<file path="src/rtl/lut_pkg.sv">
// Shared definitions for the lookup-table sweep block.
//   DEFAULT_W : default word width (address and data) of lut_sweep
//   state_t   : control FSM state encodings (IDLE, SWEEP, DONE)
package lut_pkg;

  localparam int unsigned DEFAULT_W = 4;

  typedef enum logic [1:0] {
    IDLE  = 2'd0,
    SWEEP = 2'd1,
    DONE  = 2'd2
  } state_t;

endpackage

</file>
<file path="src/rtl/lut_array.sv">
// Register-file lookup table: 2**W entries of W bits.
// Ports:
//   clk, rst          : clock, synchronous active-high reset (clears all entries)
//   wr_en/wr_addr/wr_data : single write port, takes effect at the clock edge
//   rd_addr -> rd_data    : combinational read port; returns the pre-write
//                           value when read and write hit the same entry
module lut_array #(
  parameter int unsigned W = 4
) (
  input  logic         clk,
  input  logic         rst,
  input  logic         wr_en,
  input  logic [W-1:0] wr_addr,
  input  logic [W-1:0] wr_data,
  input  logic [W-1:0] rd_addr,
  output logic [W-1:0] rd_data
);

  localparam int unsigned DEPTH = 1 << W;

  logic [W-1:0] mem [DEPTH];

  always_ff @(posedge clk) begin
    if (rst) begin
      for (int unsigned i = 0; i < DEPTH; i++) begin
        mem[i] <= '0;
      end
    end else if (wr_en) begin
      mem[wr_addr] <= wr_data;
    end
  end

  assign rd_data = mem[rd_addr];

endmodule

</file>
<file path="src/rtl/lut_sweep.sv">
// Lookup table with a single-slot registered output and an automatic sweep.
// Ports:
//   clk, rst                 : clock, synchronous active-high reset
//   wr_en/wr_addr/wr_data    : table write port, active in every state
//   in_valid/in_data/in_ready: lookup request handshake (IDLE only)
//   out_valid/out_data/out_addr/out_ready : result slot handshake
//   sweep_start              : begin reading every entry in address order
//   busy                     : sweep in progress
//   done                     : one-cycle pulse when the sweep completes
module lut_sweep
  import lut_pkg::*;
#(
  parameter int unsigned W = DEFAULT_W
) (
  input  logic         clk,
  input  logic         rst,
  input  logic         wr_en,
  input  logic [W-1:0] wr_addr,
  input  logic [W-1:0] wr_data,
  input  logic         in_valid,
  input  logic [W-1:0] in_data,
  output logic         in_ready,
  output logic         out_valid,
  output logic [W-1:0] out_data,
  output logic [W-1:0] out_addr,
  input  logic         out_ready,
  input  logic         sweep_start,
  output logic         busy,
  output logic         done
);

  localparam int unsigned DEPTH = 1 << W;

  // Sweep counter carries one extra bit so "all issued" (k == DEPTH) is distinct
  // from address 0.
  localparam logic [W:0] K_END = {1'b1, {W{1'b0}}};

  state_t       state, state_nx;
  logic [W:0]   k, k_nx;
  logic         slot_free;
  logic         load;
  logic [W-1:0] load_addr;
  logic [W-1:0] rd_data;
  logic         in_ready_c;

  lut_array #(.W(W)) u_array (
    .clk     (clk),
    .rst     (rst),
    .wr_en   (wr_en),
    .wr_addr (wr_addr),
    .wr_data (wr_data),
    .rd_addr (load_addr),
    .rd_data (rd_data)
  );

  assign slot_free = !out_valid || out_ready;

  always_comb begin
    state_nx   = state;
    k_nx       = k;
    in_ready_c = 1'b0;
    load       = 1'b0;
    load_addr  = in_data;
    case (state)
      IDLE: begin
        if (sweep_start) begin
          state_nx = SWEEP;
          k_nx     = '0;
        end else begin
          in_ready_c = slot_free;
          load       = in_valid && slot_free;
        end
      end
      SWEEP: begin
        load_addr = k[W-1:0];
        if (k != K_END) begin
          if (slot_free) begin
            load = 1'b1;
            k_nx = k + (W+1)'(1);
          end
        end else if (out_valid && out_ready) begin
          // Once every address is issued the slot can only hold the last one.
          state_nx = DONE;
        end
      end
      DONE: begin
        state_nx = IDLE;
        k_nx     = '0;
      end
      default: begin
        state_nx = IDLE;
        k_nx     = '0;
      end
    endcase
  end

  assign in_ready = in_ready_c && !rst;
  assign busy     = (state == SWEEP);
  assign done     = (state == DONE);

  always_ff @(posedge clk) begin
    if (rst) begin
      state <= IDLE;
      k     <= '0;
    end else begin
      state <= state_nx;
      k     <= k_nx;
    end
  end

  always_ff @(posedge clk) begin
    if (rst) begin
      out_valid <= 1'b0;
      out_data  <= '0;
      out_addr  <= '0;
    end else if (load) begin
      out_valid <= 1'b1;
      out_data  <= rd_data;
      out_addr  <= load_addr;
    end else if (out_ready) begin
      out_valid <= 1'b0;
    end
  end

endmodule

</file>
<file path="config.mk">
export PLATFORM = sky130hd
export DESIGN_NAME = lut_sweep
export DESIGN_NICKNAME = d
export VERILOG_FILES = /design/src/rtl/lut_pkg.sv /design/src/rtl/lut_array.sv /design/src/rtl/lut_sweep.sv
export SDC_FILE = /design/constraint.sdc
export NUM_CORES = 1
export LEC_CHECK = 0
export ABC_AREA = 1
export CORE_AREA = 2 2 94 187
export DETAILED_ROUTE_END_ITERATION = 10
export DIE_AREA = 0 0 96 189
export HOLD_SLACK_MARGIN = 0.03
export MAX_ROUTING_LAYER = met4
export REMOVE_ABC_BUFFERS = 1
export SLEW_MARGIN = 40
export SYNTH_ARGS = -nofsm -noshare
export SYNTH_HDL_FRONTEND = slang
export SYNTH_HIERARCHICAL = 1
export SYNTH_SLANG_ARGS = --single-unit
</file>
<file path="constraint.sdc">
create_clock -name clk -period 2.49 [get_ports clk]
set_clock_uncertainty 0.1 [all_clocks]
set_input_delay 0.249 -clock clk [delete_from_list [all_inputs] [get_ports clk]]
set_output_delay 0.249 -clock clk [all_outputs]
set_load 0.05 [all_outputs]
</file>
; ---- After elaboration in Yosys (flattened, before gate mapping)
; Memory sizes are Yosys's and may differ from the RTL's. A register that Yosys moved wholly into a read port is not among the register bits.
; Cells that the tools add are included.
[totals]
regBits = 12
mem_bits_rw = 64
input_bits = 18
out_inout_bits = 12
word_cells = 50
memories = 1
[classes]
addsub = 1
n_eq_ne = 8
n_mux = 25
reduce_logical = 11
[memory_table]
columns = name, words, width, rd, rd_clocked_by_memory_dff, wr, line
row1 = u_array.mem, 16, 4, 1, 1, 16, lut_array.sv:21  ; logic [W-1:0] mem [DEPTH];
[ops]
columns = op, count
row1 = 5-bit two-way mux, 3
row2 = 1-bit two-way mux, 13
row3 = 4-bit two-way mux, 3
row4 = 5-bit case mux with 2 select lines, 1
row5 = 2-bit two-way mux, 3
row6 = "2-bit by 1-bit != test with 1-bit output, second input constant", 3
row7 = 3-bit AND reduction, 2
row8 = "5-bit by 1-bit adder with 5-bit output, second input constant", 1
row9 = "5-bit != test, second input constant", 1
row10 = "2-bit != test, second input constant", 2
row11 = 2-bit case mux with 2 select lines, 1
row12 = 4-bit OR reduction, 1
row13 = 1-bit logical AND, 3
row14 = "2-bit by 1-bit == test with 1-bit output, second input constant", 1
row15 = "2-bit == test, second input constant", 1
row16 = 1-bit logical NOT, 2
row17 = 2-bit logical NOT, 1
row18 = 1-bit case mux with 2 select lines, 1
row19 = 2-bit nonzero test, 1
row20 = 1-bit logical OR, 1

; ---- Longest topological paths before layout
[depth]
ltp_word = 6
depth_mapped = 16
depth_no_buf = 14

; ---- Cells and area by module
; Netlist, hierarchy kept.
[by_module_without_submodules]
columns = mod, n_inst, cells_per_inst, area_per_inst_um2, seq_area_each_um2
row1 = lut_array, 1, 379, 3213.1, 1921.8
row2 = lut_sweep, 1, 128, 917.1, 320.3

; ---- Worst setup path before layout
; No wires, ideal clock.
[synth_timing]
path_kind = register -> output
startpoint = register out_valid
endpoint = output in_ready
arrival_time_ns = 1.928
t_required_ns = 2.141
path_slack_ns = 0.213
path_stages_with_launch = 4
path_buffers = 0
path_cell_list = dfxtp_1 > nand2_1 > inv_1 > nor3_1
[synth_via]
elab_chain_cells = 5
[synth_rtl]
columns = element, line
row1 = start: declaration, lut_sweep.sv:23  ; output logic out_valid,
row2 = start signal: assignment, lut_sweep.sv:113  ; out_valid <= 1'b0;
row3 = start signal: assignment, lut_sweep.sv:117  ; out_valid <= 1'b1;
row4 = start signal: assignment, lut_sweep.sv:121  ; out_valid <= 1'b0;
row5 = 1-bit logical NOT, lut_sweep.sv:56  ; assign slot_free = !out_valid || out_ready;
row6 = 1-bit logical OR, lut_sweep.sv:56
row7 = 1-bit two-way mux, lut_sweep.sv:66  ; if (sweep_start) begin
row8 = 1-bit two-way mux, lut_sweep.sv:64  ; case (state)
row9 = 1-bit logical AND, lut_sweep.sv:97  ; assign in_ready = in_ready_c && !rst;
row10 = end: declaration, lut_sweep.sv:22  ; output logic in_ready,
; No other way between the ends.

; ---- Final worst setup path
[layout_timing]
startpoint = register state[0]
endpoint = output busy
[layout_via]
elab_chain_cells = 1
[layout_rtl]
columns = element, line
row1 = start: declaration, lut_sweep.sv:38  ; state_t state, state_nx;
row2 = start signal: assignment, lut_sweep.sv:106  ; state <= state_nx;
row3 = 2-bit by 1-bit == test with 1-bit output, lut_sweep.sv:98  ; assign busy = (state == SWEEP);
row4 = end: declaration, lut_sweep.sv:28  ; output logic busy,
; No other way between the ends.

==> flow_summary.json <==
{
  "switchingPower_w": 0.001011,
  "clk_latency_ps": 340,
  "htree_levels": 3,
  "die_w_um": 96,
  "synth_compound_area_share_pct": 1.545,
  "post-cts-setup-buffers": 0,
  "path_buf_inv": 2,
  "yosys.area_share.simple_pct": 33.57,
  "avgSynthCellArea_um2": 8.146,
  "cp_cell_sequence": "inv_2 > nor2_4 > clkdlybuf4s50_1",
  "die_h_um": 189,
  "wl_um": 10110,
  "fin_area_mm2": 0.004940,
  "grt_max_degree": 34,
  "p_clk_share_pct": 35.9,
  "required_ps": 2140,
  "rsz0062_at_grt": "false",
  "power_density_mw_per_mm2": 715.9,
  "hpwlAfterDp_um": 7960,
  "fp-row-count": 67,
  "cts-hold-fix-buffers": 0,
  "io_pins": 30,
  "syn_area_mm2": 0.004130,
  "power.leakage_nw": 2.183,
  "startpoint_type": "register",
  "drive_gt1_share_pct": 8.889,
  "grt_antenna_before_repair": 0,
  "cp_slowest_cell": "clkdlybuf4s50_1",
  "slew_headroom_pct": 53.06,
  "nNetsFinal": 555,
  "synth-main-ff-cell": "edfxtp_1",
  "crit_arrival_ps": 1830,
  "clockRootBuffer": "clkbuf_16",
  "synth_mux_area_share_pct": 0,
  "crit_path_max_fanout": 8,
  "seqPwrFrac_pct": 44.3,
  "first_iter_violations": 166,
  "ir_worst_vdd_mv": 0.3135,
  "syn-instance-count": 507,
  "synth_warnings": 6,
  "combPwrFrac_pct": 19.8,
  "globalplace.congestion": 0.7837,
  "synthArstFlopShare_pct": 0,
  "synth_top_family_by_area": "simple AND/OR/NAND/NOR gates",
  "p_int_w": 0.002525,
  "diodes": 0,
  "synth_cell_types": 30,
  "initial_utilization_pct": 24.76,
  "syn_to_final_growth_pct": 19.60,
  "cp_slowest_stage_delay_ps": 860,
  "clk_pin_slew_ps": 60,
  "worst_slew_pin_slew_ps": 703.4,
  "ys_ff_latch": 80,
  "hold_viol": 0,
  "drtAntennaViolNets": 0,
  "hold-worst-slack_ps": 377.2,
  "grt_usage_pct": 12.02,
  "clockBufferDepth": 2,
  "routedWlPerCell_um": 13.53,
  "numCtsBuffers": 9,
  "post-route-drc-count": 0,
  "cp-end-kind": "primary output",
  "maxSlewViolCount": 0,
  "drt_first_pass_iters": 4,
  "vias": 3194,
  "core_mm2": 0.01668,
  "cts_tree": "built",
  "swShare_pct": 28.59,
  "period_share_pct": 87.47,
  "status": "finished clean",
  "fill_cells": 1758,
  "cap_violations": 0,
  "routed_via_density": 4.276,
  "synth_seq_area_share_pct": 54.29,
  "finalSetupViolCount": 0,
  "cts_resized": 0,
  "grt_pass1_vias": 3151,
  "critPathTopFamily": "buffers and inverters",
  "synth_edf_count": 64,
  "overflow": 0,
  "period_minus_slack_ps": 2178,
  "grt_pass1_wl_um": 15710,
  "synth_fa_ha_area_share_pct": 0.6059,
  "timing.fmax_mhz": 459.2,
  "dieArea_mm2": 0.01814,
  "hold_path_class": "register to register",
  "crit_type": "register to primary output",
  "io_buffers": 29,
  "layout.cells.non_filler": 747,
  "synth_xor_area_share_pct": 0.2121,
  "placed_area_mm2": 0.004652,
  "dp.cells": 731,
  "clock_sinks": 80
}
[tightest hold or removal path, delay by kind of cell (launching register included)]
family | cells | cell delay (ps)
DFF | 1 | 320
and+or+nand+nor | 2 | 120
[path summary, 6_finish.rpt]
path                              end  cells past startpoint                     start  slack, ps
max reg2reg  out_data[3]$_SDFFE_PP0P_                     14     state[0]$_SDFFE_PP0P_        390
min          out_addr[2]$_SDFFE_PP0P_                      2  out_addr[2]$_SDFFE_PP0P_        380
min reg2reg  out_addr[2]$_SDFFE_PP0P_                      2  out_addr[2]$_SDFFE_PP0P_        380
max                              busy                      3     state[0]$_SDFFE_PP0P_        310
[registers in the layout (all words and copies together), names as in the netlist]
register / count
k: 5
out_addr: 4
out_data: 4
out_valid: 1
state: 2
u_array/mem: 64
[synthesized netlist by cell type (4+ instances only)]
| library cell | instances | area, um^2 |
|---|---|---|
| nor3_2 | 4 | 40.04 |
| o21ai_1 | 4 | 20.02 |
| nand3b_1 | 5 | 37.54 |
| inv_1 | 72 | 270.3 |
| dfxtp_1 | 16 | 320.3 |
| a21oi_1 | 6 | 30.03 |
| nor2_1 | 92 | 345.3 |
| nand3_1 | 53 | 265.3 |
| edfxtp_1 | 64 | 1922 |
| inv_2 | 5 | 18.77 |
| buf_4 | 4 | 30.03 |
| nand2_1 | 142 | 533.0 |
| clkbuf_1 | 7 | 26.28 |
| buf_2 | 6 | 30.03 |
[layout make-up]
| type | count | area [um^2] | share of cell area, % |
|---|---|---|---|
| clock buffers | 9 | 225.2 | 4.559 |
| clock inverters | 7 | 62.56 | 1.266 |
| inverters | 80 | 306.5 | 6.206 |
| multi-input cells | 329 | 1486 | 30.09 |
| flip-flops and latches | 80 | 2242 | 45.39 |
| well taps | 207 | 259.0 | 5.243 |
| repair buffers | 35 | 357.8 | 7.244 |
[cells in the final DEF, fill, tap and decap left out, drive strengths merged]
cell / count
nand2: 146
nor2: 95
inv: 79
edfxtp: 64
nand3: 57
clkdlybuf4s50: 28
dfxtp: 16
clkbuf: 9
buf: 7
a21oi: 6
nor3: 6
nand3b: 5
o21ai: 5
clkinv: 5
or2: 3
nand4: 2
ha: 2
clkinvlp: 2
o32ai: 1
xnor2: 1
bufinv: 1
[logic make-up (layout without fill, tap and decap cells)]
kind of cell,after synthesis,count (layout)
AND/OR/NAND/NOR,314,314
flip-flops,80,80
buffers and inverters,98,131
adder cells (fa/ha/maj),2,2
XOR/XNOR,1,1
AO/OA/AOI/OAI,12,12
[metrics by stage]
step	util, %	setup slack (ps)	power [W]	TNS (ps)
6_report	29.61	312.1	0.003536	0
5_1_grt	29.61	212.7	0.003702	0
4_1_cts	29.61	277.3	0.003571	0
3_5_place_dp	27.89	332.3	0.002298	0
3_3_place_gp	27.89	319.3	0.002294	0
2_1_floorplan	-	-649.5	0.002047	-2578
[per-layer routing]
metal | up-vias | global-route usage [%] | routed length, um
met5 | - | - | 0
met1 | 1470 | 10.04 | 3526
li1 | 1649 | - | -
met4 | 0 | 6.374 | 366
met3 | 18 | 1.791 | 199
met2 | 57 | 23.72 | 6016
[power by group through the flow]
stage / Clock [W] / Combinational (W) / Sequential (W)
2_1_floorplan: 0 / 0.000389 / 0.00166
3_3_place_gp: 0 / 0.000702 / 0.00159
3_5_place_dp: 0 / 0.000702 / 0.00160
4_1_cts: 0.00130 / 0.000706 / 0.00157
5_1_grt: 0.00135 / 0.000773 / 0.00157
6_report: 0.00127 / 0.000700 / 0.00157
Note: power is estimated with default switching activity, not from simulation.
